### config.mk
export PLATFORM = sky130hd
export DESIGN_NAME = operand_fetch
export DESIGN_NICKNAME = d
export VERILOG_FILES = /design/src/rtl/operand_fetch.sv
export SDC_FILE = /design/constraint.sdc
export NUM_CORES = 1
export LEC_CHECK = 0
export BUFFER_PORTS_ARGS = -buffer_cell sky130_fd_sc_hd__clkbuf_2
export CAP_MARGIN = 20
export CORE_AREA = 5 5 279 281
export CTS_BUF_LIST = sky130_fd_sc_hd__clkbuf_8
export DETAILED_ROUTE_END_ITERATION = 10
export DIE_AREA = 0 0 284 286
export GPL_TIMING_DRIVEN = 0
export PLACE_DENSITY_LB_ADDON = 0.15
export SLEW_MARGIN = 20
export SYNTH_ARGS = -nofsm -noshare
export SYNTH_HDL_FRONTEND = slang
export SYNTH_SLANG_ARGS = --single-unit
### constraint.sdc
create_clock -name clk -period 2.5 [get_ports clk]
set_input_delay 0.25 -clock clk [delete_from_list [all_inputs] [get_ports clk]]
set_output_delay 0.25 -clock clk [all_outputs]
set_load 0.02 [all_outputs]
### src/rtl/operand_fetch.sv
`default_nettype none
// ============================================================================
// Module   : operand_fetch
// Brief    : WolfCore decode / operand-fetch stage. Splits the instruction
//            word, selects A/B operands (GPR, PC, overflow, sign-extended
//            immediate), bypasses EX/WB results, detects load-use hazards and
//            registers everything into the execute stage under stall/flush.
// Config   : OPERAND_FWD_EN - when defined, EX/WB bypass is enabled and only
//            load-use raises hazard_stall; when undefined, operands come from
//            r_flat only and any used-GPR match with EX or WB stalls.
// Revision : 1.0 - initial release
// ============================================================================
module operand_fetch #(
    parameter int XLEN = 32,
    parameter int NREG = 14,
    parameter int IMMW = 14
) (
    input  logic                 clk,
    input  logic                 rst,
    input  logic                 in_valid,
    input  logic [31:0]          instr_in,
    input  logic [XLEN-1:0]      pc,
    input  logic [XLEN-1:0]      overflow,
    input  logic [NREG*XLEN-1:0] r_flat,
    input  logic                 ex_wr_en,
    input  logic                 ex_is_load,
    input  logic [3:0]           ex_wr_idx,
    input  logic [XLEN-1:0]      ex_wr_data,
    input  logic                 wb_wr_en,
    input  logic [3:0]           wb_wr_idx,
    input  logic [XLEN-1:0]      wb_wr_data,
    input  logic                 stall,
    input  logic                 flush,
    output logic [XLEN-1:0]      a_val,
    output logic [XLEN-1:0]      b_val,
    output logic [31:0]          instr_out,
    output logic                 out_valid,
    output logic                 hazard_stall
);

    localparam logic [3:0] c_idx_pc  = 4'hE;
    localparam logic [3:0] c_idx_ovf = 4'hF;
    localparam logic [4:0] c_nreg    = 5'(NREG);

    // Instruction fields
    logic            w_imb;
    logic [3:0]      w_ra;
    logic [3:0]      w_rb;
    logic [IMMW-1:0] w_imm;

    assign w_imb = instr_in[31];
    assign w_ra  = instr_in[30:27];
    assign w_rb  = instr_in[26:23];
    assign w_imm = instr_in[13 +: IMMW];

    // Which sources actually name a general register
    logic w_ra_gpr;
    logic w_rb_used;

    assign w_ra_gpr  = ({1'b0, w_ra} < c_nreg);
    assign w_rb_used = ~w_imb & ({1'b0, w_rb} < c_nreg);

    // Bypass and hazard qualifiers for the two build flavours
    logic w_ex_fwd;
    logic w_wb_fwd;
    logic w_ex_hz;
    logic w_wb_hz;

`ifdef OPERAND_FWD_EN
    // Non-load EX results and all WB results are bypassed; a load in EX has
    // no data yet, so only that case has to stall.
    assign w_ex_fwd = ex_wr_en & ~ex_is_load;
    assign w_wb_fwd = wb_wr_en;
    assign w_ex_hz  = ex_wr_en & ex_is_load;
    assign w_wb_hz  = 1'b0;
`else
    // Without bypass any pending write to a used GPR must drain first.
    assign w_ex_fwd = 1'b0;
    assign w_wb_fwd = 1'b0;
    assign w_ex_hz  = ex_wr_en;
    assign w_wb_hz  = wb_wr_en;

    logic w_unused_fwd;
    assign w_unused_fwd = ^{ex_is_load, ex_wr_data, wb_wr_data};
`endif

    // Read one source index: PC, overflow, bypassed or plain GPR, else zero
    function automatic logic [XLEN-1:0] f_src(
        input logic [3:0]           idx,
        input logic [NREG*XLEN-1:0] regs,
        input logic [XLEN-1:0]      pc_v,
        input logic [XLEN-1:0]      ovf_v,
        input logic                 ex_hit,
        input logic [XLEN-1:0]      ex_d,
        input logic                 wb_hit,
        input logic [XLEN-1:0]      wb_d
    );
        logic [XLEN-1:0] v;
        v = '0;
        if (idx == c_idx_pc) begin
            v = pc_v;
        end else if (idx == c_idx_ovf) begin
            v = ovf_v;
        end else if (ex_hit) begin
            v = ex_d;
        end else if (wb_hit) begin
            v = wb_d;
        end else begin
            for (int i = 0; i < NREG; i++) begin
                if (idx == 4'(i)) begin
                    v = regs[i*XLEN +: XLEN];
                end
            end
        end
        return v;
    endfunction

    // Bypass hits per source; only GPR indices can be bypassed
    logic w_a_ex_hit;
    logic w_a_wb_hit;
    logic w_b_ex_hit;
    logic w_b_wb_hit;

    assign w_a_ex_hit = w_ex_fwd & w_ra_gpr  & (ex_wr_idx == w_ra);
    assign w_a_wb_hit = w_wb_fwd & w_ra_gpr  & (wb_wr_idx == w_ra);
    assign w_b_ex_hit = w_ex_fwd & w_rb_used & (ex_wr_idx == w_rb);
    assign w_b_wb_hit = w_wb_fwd & w_rb_used & (wb_wr_idx == w_rb);

    // Hazard: a used GPR source collides with a write that cannot be bypassed
    logic w_ex_match;
    logic w_wb_match;

    assign w_ex_match = (w_ra_gpr & (ex_wr_idx == w_ra)) | (w_rb_used & (ex_wr_idx == w_rb));
    assign w_wb_match = (w_ra_gpr & (wb_wr_idx == w_ra)) | (w_rb_used & (wb_wr_idx == w_rb));

    assign hazard_stall = in_valid & ((w_ex_hz & w_ex_match) | (w_wb_hz & w_wb_match));

    // Sign-extend the immediate to XLEN
    logic [XLEN-1:0] w_imm_ext;

    // Replicate the sign bit, then overlay the immediate itself
    always_comb begin
        w_imm_ext             = {XLEN{w_imm[IMMW-1]}};
        w_imm_ext[IMMW-1:0]   = w_imm;
    end

    // Next operand values
    logic [XLEN-1:0] w_a_next;
    logic [XLEN-1:0] w_b_next;

    // A always reads Ra; B is the immediate or Rb, where PC/overflow codes read zero
    always_comb begin
        w_a_next = f_src(w_ra, r_flat, pc, overflow,
                         w_a_ex_hit, ex_wr_data, w_a_wb_hit, wb_wr_data);
        w_b_next = '0;
        if (w_imb) begin
            w_b_next = w_imm_ext;
        end else if (w_rb < c_idx_pc) begin
            w_b_next = f_src(w_rb, r_flat, pc, overflow,
                             w_b_ex_hit, ex_wr_data, w_b_wb_hit, wb_wr_data);
        end
    end

    // Pipeline register: reset > flush > stall (hold) > hazard bubble > capture
    logic [XLEN-1:0] r_a_val;
    logic [XLEN-1:0] r_b_val;
    logic [31:0]     r_instr;
    logic            r_valid;

    always_ff @(posedge clk) begin
        if (rst || flush) begin
            r_a_val <= '0;
            r_b_val <= '0;
            r_instr <= '0;
            r_valid <= 1'b0;
        end else if (stall) begin
            r_a_val <= r_a_val;
            r_b_val <= r_b_val;
            r_instr <= r_instr;
            r_valid <= r_valid;
        end else if (hazard_stall) begin
            r_a_val <= '0;
            r_b_val <= '0;
            r_instr <= '0;
            r_valid <= 1'b0;
        end else begin
            r_a_val <= w_a_next;
            r_b_val <= w_b_next;
            r_instr <= instr_in;
            r_valid <= in_valid;
        end
    end

    assign a_val     = r_a_val;
    assign b_val     = r_b_val;
    assign instr_out = r_instr;
    assign out_valid = r_valid;

endmodule
`default_nettype wire

# Yosys cells after proc, flatten, opt, wreduce, memory -nomap -nowiden
# Index checks and enable logic that the tools add are counted.
# op_classes
magnitude_cmp	3
bitwise	12
n_reduce_logical	3
eq_ne	34
mux	38
# op_table
op	n
32-bit two-way mux	37
4-bit equality test (second input constant)	16
4-bit by 3-bit equality test with 1-bit output (second input constant)	8
4-bit by 2-bit equality test with 1-bit output (second input constant)	4
4-bit equality test	4
4-bit < comparator (second input constant)	3
1-bit AND	8
4-bit by 1-bit equality test with 1-bit output (second input constant)	2
4-bit zero test	2
1-bit OR	3
1-bit logical OR	1
1-bit two-way mux	1
1-bit NOT	1
# totals
word_cells	94
inputBits	624
regBits	97
output_inout_bits	98

# Longest topological paths before layout
# Gate-level depths: netlist of run 1.
# depth
depth_word	20
mapped_depth	11
depth_no_buf	7

# Worst setup path after synthesis of run 1
# Ideal clock, no wire load.
# synth_timing
path_type	input -> register
from	input instr_in[25]
to	register r_b_val[1] (netlist: b_val[1])
n_path_buf	2
cell_stages	8
setup_time_ns	0.135
slack_ns	0.524
required_ns	2.365
arrival_ns	1.842
cell_sequence	buf_4 > or4b_1 > buf_2 > o221a_1 > a221oi_2 > o32ai_1 > o211ai_1 > o311ai_1
# synth_via
elab_chain_len	20
elab_cells_between_ends	48
classes_between	order compare (2); eq/ne (17); mux (19); bitwise (9); reduce/logical (1)
# synth_rtl
item	line_no	text
start: declaration	21	input logic [31:0] instr_in,
4-bit zero test	110	if (idx == 4'(i)) begin
32-bit two-way mux (14 in a row)	110	
32-bit two-way mux	102	end else if (idx == c_idx_ovf) begin
32-bit two-way mux	100	if (idx == c_idx_pc) begin
32-bit two-way mux	158	end else if (w_rb < c_idx_pc) begin
32-bit two-way mux	156	if (w_imb) begin
32-bit two-way mux (*)	181	end else if (hazard_stall) begin
end signal: assignment	178	r_b_val <= r_b_val;
end signal: assignment	188	r_b_val <= w_b_next;
end: declaration	166	logic [XLEN-1:0] r_b_val;
# Mark *: on every way between the ends. The rest lies on a longest branch, timed or not.
# A chain may end at the register's enable or synchronous reset.

# Worst setup path after layout of run 1
# layout_timing
from	input instr_in[26]
to	register r_b_val[7] (netlist: b_val[7])
# Same word-level chain as after synthesis.

==> results of run 1 <==
flip-flops by register name (all words and copies together) (netlist names):
name and cells:
out_valid 1, a_val 32, instr_out 32, b_val 32
final timing paths:
kind                                      to          from  slack, ps  cells after the start
worst max-delay path                b_val[7]  instr_in[26]       -120                      9
worst min-delay path            instr_out[1]   instr_in[1]         20                      3
worst max register to register     b_val[24]     b_val[24]        630                      4
worst min register to register     b_val[22]     b_val[22]        460                      2
per-stage QoR:
| step | instances | util, % |
|---|---|---|
| global placement | 3471 | 23.2 |
| finish | 3509 | 24.6 |
| CTS | 3498 | 24.4 |
| floorplan | 1843 | - |
| global route | 3501 | 24.6 |
| detailed placement | 3473 | 23.3 |
area by class of cell:
type	instances	area share, %
Sequential cell	97	10.5
Timing Repair Buffer	667	18.4
Inverter	31	0.656
Buffer	195	6.68
Antenna cell	15	0.203
Clock buffer	10	0.744
Clock inverter	6	0.325
Multi-Input combinational cell	1510	55.8
Tap cell	978	6.61
per-layer routing:
| metal | track usage [%] | vias to the layer above | part of all wire [%] |
|---|---|---|---|
| met2 | 57.0 | 1563 | 45 |
| met4 | 16.9 | 40 | 5.9 |
| met5 | 0 | - | 0.18 |
| met3 | 9.15 | 438 | 9.4 |
| li1 | - | 8390 | - |
| met1 | 43.9 | 10400 | 40 |
what timing repair did:
item,in CTS,in global routing
setup endpoints to repair,66,36
hold buffers,11,0
resized for setup,152,71
buffers inserted,4,0
pin swaps,4,4
endpoints found under the hold margin,11,0
synth_stat cells, drive strengths merged (29+ instances only):
master and count:
nor2 135, dfxtp 97, nor2b 33, clkbuf 96
a22oi 51, mux2 36, mux2i 107, buf 109
nor3 32, o21ai 162, nand2 196, a22o 31
nand3b 29, a21oi 227, o221ai 31, o22ai 35
logic make-up after synthesis:
family | after synthesis | share of synthesized area, %
flip-flops | 97 | 14.9
multiplexers | 168 | 15.7
buffers and inverters | 236 | 8.25
XOR/XNOR | 12 | 0.809
AO/OA/AOI/OAI | 793 | 40.5
AND/OR/NAND/NOR | 537 | 19.8
worst max-delay path, stage by stage:
cell and delay (ps):
sky130_fd_sc_hd__buf_4 220, sky130_fd_sc_hd__clkbuf_4 300, sky130_fd_sc_hd__buf_2 290, sky130_fd_sc_hd__buf_4 310, sky130_fd_sc_hd__buf_4 340, sky130_fd_sc_hd__buf_4 350, sky130_fd_sc_hd__o32ai_2 230, sky130_fd_sc_hd__o211ai_1 460
sky130_fd_sc_hd__o311ai_1 170
power by group through the flow:
stage | Clock, uW | Sequential [uW] | Combinational, uW
finish | 1290 | 1650 | 3830
CTS | 1310 | 1650 | 3650
detailed placement | 0 | 1680 | 3530
global route | 1330 | 1650 | 3860
global placement | 0 | 1680 | 3520
floorplan | 0 | 1750 | 1410
==> impl_table.tex, run 1 <==
\begin{tabular}{lr}
\hline
Metric & Value \\
\hline
\multicolumn{2}{l}{\textbf{STA}} \\
\quad Max Clock Freq & approximately 380 MHz \\
\quad Slew headroom & 9.53\% \\
\quad Clock Skew & 0 ps \\
\quad Transition time at the pin with the least slew margin & 1350 ps \\
\quad Total count of hold-check failures in the final report & 0 \\
\quad Final Worst Setup Slack & -117 ps \\
\quad Final setup TNS & -690 ps \\
\quad Slew Viols, Final & 0 \\
\quad Unrepaired setup endpoints after global routing & no \\
\quad Post-route minimum period & 2620 ps \\
\quad Period utilization & 105\% \\
\quad Final setup violation count & 15 \\
\quad WHS & approximately 23 ps \\
\multicolumn{2}{l}{\textbf{Global route}} \\
\quad Global Route Usage Sum & 35.3\% \\
\quad First-pass GRT wire length & $\sim$190000 um \\
\quad Pin count of the biggest net entering global routing & 20 \\
\quad Antenna violations before repair & 35 \\
\quad Final global-route overflow total & 0 \\
\quad Number of global-route vias before repair & 20700 \\
\multicolumn{2}{l}{\textbf{Route}} \\
\quad First-iteration detailed-routing DRC count & 2579 \\
\quad First-pass iteration count of the detailed router & 6 \\
\quad Avg Vias per Cell & 5.93 \\
\quad Average detailed-routed wire length per instance & $\sim$43 um \\
\quad Via count of the routed design & 20800 \\
\quad Total wire length after detailed routing & 153000 um \\
\quad Drt drc & 0 \\
\quad DRT antenna net count & 0 \\
\multicolumn{2}{l}{\textbf{Synth}} \\
\quad Library cell with the largest summed area after synthesis & sky130\_fd\_sc\_hd\_\_dfxtp\_1 \\
\quad Main flop type after synthesis & sky130\_fd\_sc\_hd\_\_dfxtp\_1 \\
\quad Count of flip-flops with a built-in enable after synthesis & 0 \\
\quad Mean Syn Cell Area & 7.05 um\^{}2 \\
\quad Cell area after synthesis & 0.0130 mm\^{}2 \\
\quad Area share of the largest cell type after synthesis & 14.9\% \\
\quad Synth warnings & 0 \\
\quad Async S/R FF share, synth & 0\% \\
\quad Cell count after synthesis & roughly 1800 \\
\quad Number of synthesized register bits & 97 \\
\quad Portion of the post-synthesis area used by sequential elements & about 15\% \\
\quad Ranking of synthesized cells by area & sky130\_fd\_sc\_hd\_\_dfxtp\_1 15\%, sky130\_fd\_sc\_hd\_\_a21oi\_1 8.7\%, sky130\_fd\_sc\_hd\_\_mux2i\_1 8.2\% \\
\quad Cell variety after synth & 83 \\
\quad Syn nets & about 2500 \\
\multicolumn{2}{l}{\textbf{CTS}} \\
\quad Worst skew pair latency & 460 ps \\
\quad Max Root-Sink Buffers & 2 \\
\quad Clk sink count & 97 \\
\quad Clock tree from TritonCTS & built \\
\quad H-tree lvl count & 3 \\
\quad Total clock buffers created by CTS & 9 \\
\quad CTS clk-pin slew, worst paths & about 130 ps \\
\quad Clock tree root driver cell & sky130\_fd\_sc\_hd\_\_clkbuf\_8 \\
\multicolumn{2}{l}{\textbf{Die}} \\
\quad Initial Util & roughly 17\% \\
\quad Vertical die dimension & around 290 um \\
\quad Standard cell core area & 0.0752 mm\^{}2 \\
\quad Die Span X & about 280 um \\
\quad Count of boundary I/O pins & 722 \\
\quad Number of cell rows & 101 \\
\quad Die Outline Area & 0.0812 mm\^{}2 \\
\multicolumn{2}{l}{\textbf{Power}} \\
\quad Register share of total power & 24.3\% \\
\quad Areal power density over the cells & between 300 and 400 mW/mm\^{}2 \\
\quad Switching power as a share of total power & a little over half \\
\quad Internal power & 3250 uW \\
\quad Part of the total power dissipated in the clock network & 19.1\% \\
\quad Leak & about 0.0080 uW \\
\quad Maximum resistive drop on vdd & 0.247 mV \\
\quad Net switching power of the design & 3530 uW \\
\quad Post-layout total power & around 6800 uW \\
\quad Part of the total power dissipated in combinational logic & 56.6\% \\
\multicolumn{2}{l}{\textbf{Layout}} \\
\quad Filler instances & 8609 \\
\quad Number of nets in the final layout & 3135 \\
\quad Final standard cell area without fillers & 0.0185 mm\^{}2 \\
\quad Area used by multi-input combinational logic & 0.0103 mm\^{}2 \\
\quad Layout cells sized above 1 & 38.0\% \\
\quad Storage element area & around 0.0019 mm\^{}2 \\
\quad Top library cells by usage in the layout, fill and taps aside & 682 x sky130\_fd\_sc\_hd\_\_clkbuf\_2, 227 x sky130\_fd\_sc\_hd\_\_a21oi\_1, 189 x sky130\_fd\_sc\_hd\_\_nand2\_1 \\
\quad Most frequent standard cell in the layout excluding fill and tap cells & sky130\_fd\_sc\_hd\_\_clkbuf\_2 \\
\quad Area overhead of the layout relative to synthesis & 42.3\% \\
\multicolumn{2}{l}{\textbf{Run status}} \\
\quad Violations in the final reports & negative setup slack \\
\quad Run status & finished, violations left \\
\multicolumn{2}{l}{\textbf{Placed design}} \\
\quad Dpl cell area & 0.0175 mm\^{}2 \\
\quad Final weighted congestion of routability-driven global placement & 1.01 \\
\quad Detailed-placement wirelength estimate & 122000 um \\
\quad DP Worst Slack & -1620 ps \\
\quad Buffers on Ports & 650 \\
\multicolumn{2}{l}{\textbf{Setup path}} \\
\quad Crit path max fanout & 10 \\
\quad Crit path arrival time & slightly below 3000 ps \\
\quad Endpoint class of the critical path & flop \\
\quad Crit path kind & in2reg \\
\quad Req. time, crit path & 2840 ps \\
\quad CP Launch Type & input pin \\
\multicolumn{2}{l}{\textbf{Job}} \\
\quad Maximum capacitance violations & 0 \\
\multicolumn{2}{l}{\textbf{Worst hold path}} \\
\quad Worst min-delay path class & in2reg \\
\hline
\end{tabular}
Power figures use the tool's default switching activity.
==> run 2: changes to the inputs <==
--- a/config.mk
+++ b/config.mk
@@ -13,6 +13,8 @@
 export DIE_AREA = 0 0 284 286
 export GPL_TIMING_DRIVEN = 0
 export PLACE_DENSITY_LB_ADDON = 0.15
+export SKIP_CTS_REPAIR_TIMING = 1
+export SKIP_LAST_GASP = 1
 export SLEW_MARGIN = 20
 export SYNTH_ARGS = -nofsm -noshare
 export SYNTH_HDL_FRONTEND = slang
==> run 2 against run 1 <==
Effect of this change: the flow still finishes with violations (negative setup slack); maximum frequency is 5.5% lower; clock power hardly changed; wire length hardly changed; critical path depth stayed put; global-route usage hardly changed; design area is 0.20% lower; setup slack worse by 150 ps; worst hold slack worse by 15 ps; first-iteration DRC count is 6.4% higher; total power is 0.21% lower; critical path type unchanged; largest cell class unchanged.
==> impl_table.tex, run 2 (synthesis results as in run 1) <==
\begin{tabular}{lr}
\hline
Metric & Value \\
\hline
\multicolumn{2}{l}{\textbf{STA}} \\
\quad Final Worst Setup Slack & -269 ps (-152 ps) \\
\quad Max Clock Freq & 361 MHz (-5.5\%) \\
\quad Unrepaired setup endpoints after global routing & yes \\
\quad Period utilization & 111\% (+6.1 points) \\
\quad Total count of hold-check failures in the final report & 0 (unchanged) \\
\quad Clock Skew & 0 ps (unchanged) \\
\quad Final setup violation count & 28 (+13) \\
\quad Slew headroom & 15.1\% (+5.6 points) \\
\quad WHS & 7.69 ps (-14.9 ps) \\
\quad Post-route minimum period & 2770 ps (+152 ps) \\
\quad Slew Viols, Final & 0 (unchanged) \\
\quad Transition time at the pin with the least slew margin & 1270 ps (-83.1 ps) \\
\multicolumn{2}{l}{\textbf{Layout}} \\
\quad Storage element area & 0.00194 mm\^{}2 (unchanged) \\
\quad Post-layout util & 24.6\% (-0.050 points) \\
\quad Most frequent standard cell in the layout excluding fill and tap cells & sky130\_fd\_sc\_hd\_\_clkbuf\_2 \\
\quad Top library cells by usage in the layout, fill and taps aside & 691 x sky130\_fd\_sc\_hd\_\_clkbuf\_2, 227 x sky130\_fd\_sc\_hd\_\_a21oi\_1, 189 x sky130\_fd\_sc\_hd\_\_nand2\_1 \\
\quad Layout cells sized above 1 & 38.2\% (+0.18 points) \\
\quad Number of nets in the final layout & 3136 (+0.032\%) \\
\quad Filler instances & 8608 (-0.012\%) \\
\quad Area used by multi-input combinational logic & 0.0103 mm\^{}2 (about the same) \\
\quad Area overhead of the layout relative to synthesis & 42.1\% \\
\multicolumn{2}{l}{\textbf{Setup path}} \\
\quad Crit path arrival time & 3190 ps (+230 ps) \\
\quad CP Launch Type & input pin \\
\quad Highest-delay cell along the critical path & sky130\_fd\_sc\_hd\_\_clkbuf\_1 \\
\quad Critical R2R Capture & b\_val[24] \\
\quad Register-to-Register Setup Slack & 530 ps (-100 ps) \\
\quad Launch point of the worst reg-to-reg path & b\_val[24] \\
\quad CP top delay family & buffers and inverters \\
\quad Cell-by-cell listing of the critical path & buf\_2, clkbuf\_4, nor2b\_2, clkbuf\_1, o21ai\_0, o221ai\_1, nand2\_1, a41oi\_4, a22o\_1 \\
\quad Endpoint class of the critical path & flop \\
\quad Req. time, crit path & 2920 ps (+80 ps) \\
\quad Register-to-Register Path Depth & 4 (unchanged) \\
\quad Crit path buf inv count & 3 (-3) \\
\quad Crit path kind & in2reg \\
\quad CP peak stage delay & 780 ps (+320 ps) \\
\quad Crit path max fanout & 10 (unchanged) \\
\multicolumn{2}{l}{\textbf{Route}} \\
\quad Drt drc & 0 (unchanged) \\
\quad DRT antenna net count & 0 (unchanged) \\
\quad First-pass iteration count of the detailed router & 7 (+1) \\
\quad Total wire length after detailed routing & 152000 um (about the same) \\
\quad Avg Vias per Cell & 5.95 (+0.39\%) \\
\quad Average detailed-routed wire length per instance & 43.4 um (about the same) \\
\quad Via count of the routed design & 20900 (+0.39\%) \\
\quad First-iteration detailed-routing DRC count & 2745 (+6.4\%) \\
\multicolumn{2}{l}{\textbf{CTS}} \\
\quad Clock tree from TritonCTS & built \\
\quad CTS clk-pin slew, worst paths & 120 ps (about the same) \\
\quad Max Root-Sink Buffers & 2 (unchanged) \\
\quad Total clock buffers created by CTS & 9 (unchanged) \\
\quad H-tree lvl count & 3 (unchanged) \\
\quad Worst skew pair latency & 460 ps (about the same) \\
\quad Clk sink count & 97 (unchanged) \\
\quad Clock tree root driver cell & sky130\_fd\_sc\_hd\_\_clkbuf\_8 \\
\multicolumn{2}{l}{\textbf{Worst hold path}} \\
\quad Worst hold path startpoint & instr\_in[6] \\
\quad Hold depth & 3 (unchanged) \\
\quad Worst min-delay path class & in2reg \\
\quad Hold Path Sink & instr\_out[6] \\
\multicolumn{2}{l}{\textbf{Job}} \\
\quad Maximum capacitance violations & 0 (unchanged) \\
\multicolumn{2}{l}{\textbf{Global route}} \\
\quad Final global-route overflow total & 0 (unchanged) \\
\quad Number of global-route vias before repair & 20500 (-0.79\%) \\
\quad Pin count of the biggest net entering global routing & 19 (-5.0\%) \\
\quad Antenna violations before repair & 27 (-23\%) \\
\quad Global Route Usage Sum & 35.3\% (about the same) \\
\quad First-pass GRT wire length & 195000 um (-0.10\%) \\
\multicolumn{2}{l}{\textbf{Run status}} \\
\quad Run status & finished, violations left \\
\quad Violations in the final reports & negative setup slack \\
\multicolumn{2}{l}{\textbf{Power}} \\
\quad Leak & 0.00797 uW (-0.10\%) \\
\quad Maximum resistive drop on vdd & 0.248 mV (about the same) \\
\quad Areal power density over the cells & 366 mW/mm\^{}2 (about the same) \\
\quad Post-layout total power & 6760 uW (-0.21\%) \\
\multicolumn{2}{l}{\textbf{Placed design}} \\
\quad Final weighted congestion of routability-driven global placement & 1.01 (unchanged) \\
\quad Detailed-placement wirelength estimate & 122000 um (unchanged) \\
\quad DP Worst Slack & -1620 ps (unchanged) \\
\quad Buffers on Ports & 650 (unchanged) \\
\multicolumn{2}{l}{\textbf{Die}} \\
\quad Die Span X & 284 um (unchanged) \\
\quad Count of boundary I/O pins & 722 (unchanged) \\
\quad Vertical die dimension & 286 um (unchanged) \\
\quad Number of cell rows & 101 (unchanged) \\
\quad Standard cell core area & 0.0752 mm\^{}2 (unchanged) \\
\quad Die Outline Area & 0.0812 mm\^{}2 (unchanged) \\
\quad Initial Util & 17.3\% (unchanged) \\
\hline
\end{tabular}
run 2: changes by cell type in the layout (fill, tap and decap cells not counted), sizes merged:
cell           previous run  this run
clkbuf                  756       784
buf                      99        84
dlygate4sd3              11         5
clkdlybuf4s15             4         0
clkdlybuf4s18             2         0
clkinv                    5         3
clkinvlp                  1         3
diode                    15        14
run 2: through the flow:
stage	TNS [ps]	instances	area [um^2]
3_5_place_dp	-73070	3473	17500
5_1_grt	-201	3502	18400
6_report	-1750	3509	18500
3_3_place_gp	-74840	3471	17500
4_1_cts	-37530	3489	17700
2_1_floorplan	0	1843	13000
run 2: per-layer routing:
| layer | GRT usage [%] | up-vias | share of wire, % | wire (um) |
|---|---|---|---|---|
| met5 | 0 | - | 0.086 | 131 |
| met4 | 16.2 | 20 | 6.1 | 9320 |
| met3 | 8.84 | 421 | 10 | 15300 |
| met2 | 57.3 | 1624 | 45 | 68200 |
| met1 | 44.1 | 10400 | 39 | 59500 |
| li1 | - | 8397 | - | - |
run 2: cell type report:
class	count	share of cell area, %
Antenna cell	14	0.190
Sequential cell	97	10.5
Clock buffer	10	0.746
Timing Repair Buffer	664	18.4
Tap cell	978	6.63
Buffer	199	6.55
Multi-Input combinational cell	1510	56.0
Inverter	31	0.685
Clock inverter	6	0.325
run 2: report_power, final:
group          internal [uW]  total [uW]  switching, uW
clock network            414        1280            870
logic                   1220        3830           2610
registers               1610        1650           40.7
run 2: how the worst max path moves through the flow:
stage / endpoint / start / slack [ps] / cells past startpoint
2_1_floorplan: b_val[1] / instr_in[25] / 520 / 8
3_3_place_gp: b_val[23] / instr_in[24] / -2240 / 8
3_5_place_dp: a_val[13] / instr_in[28] / -1620 / 10
4_1_cts: a_val[13] / instr_in[28] / -1120 / 10
5_1_grt: a_val[13] / instr_in[29] / -100 / 9
6_report: a_val[13] / instr_in[27] / -270 / 9
run 2: worst reg2reg max path: stages, from the launching register on:
cell and delay [ps]:
sky130_fd_sc_hd__dfxtp_1 360, sky130_fd_sc_hd__a21oi_1 550, sky130_fd_sc_hd__o221ai_1 270, sky130_fd_sc_hd__a211oi_2 570, sky130_fd_sc_hd__nor3_1 90
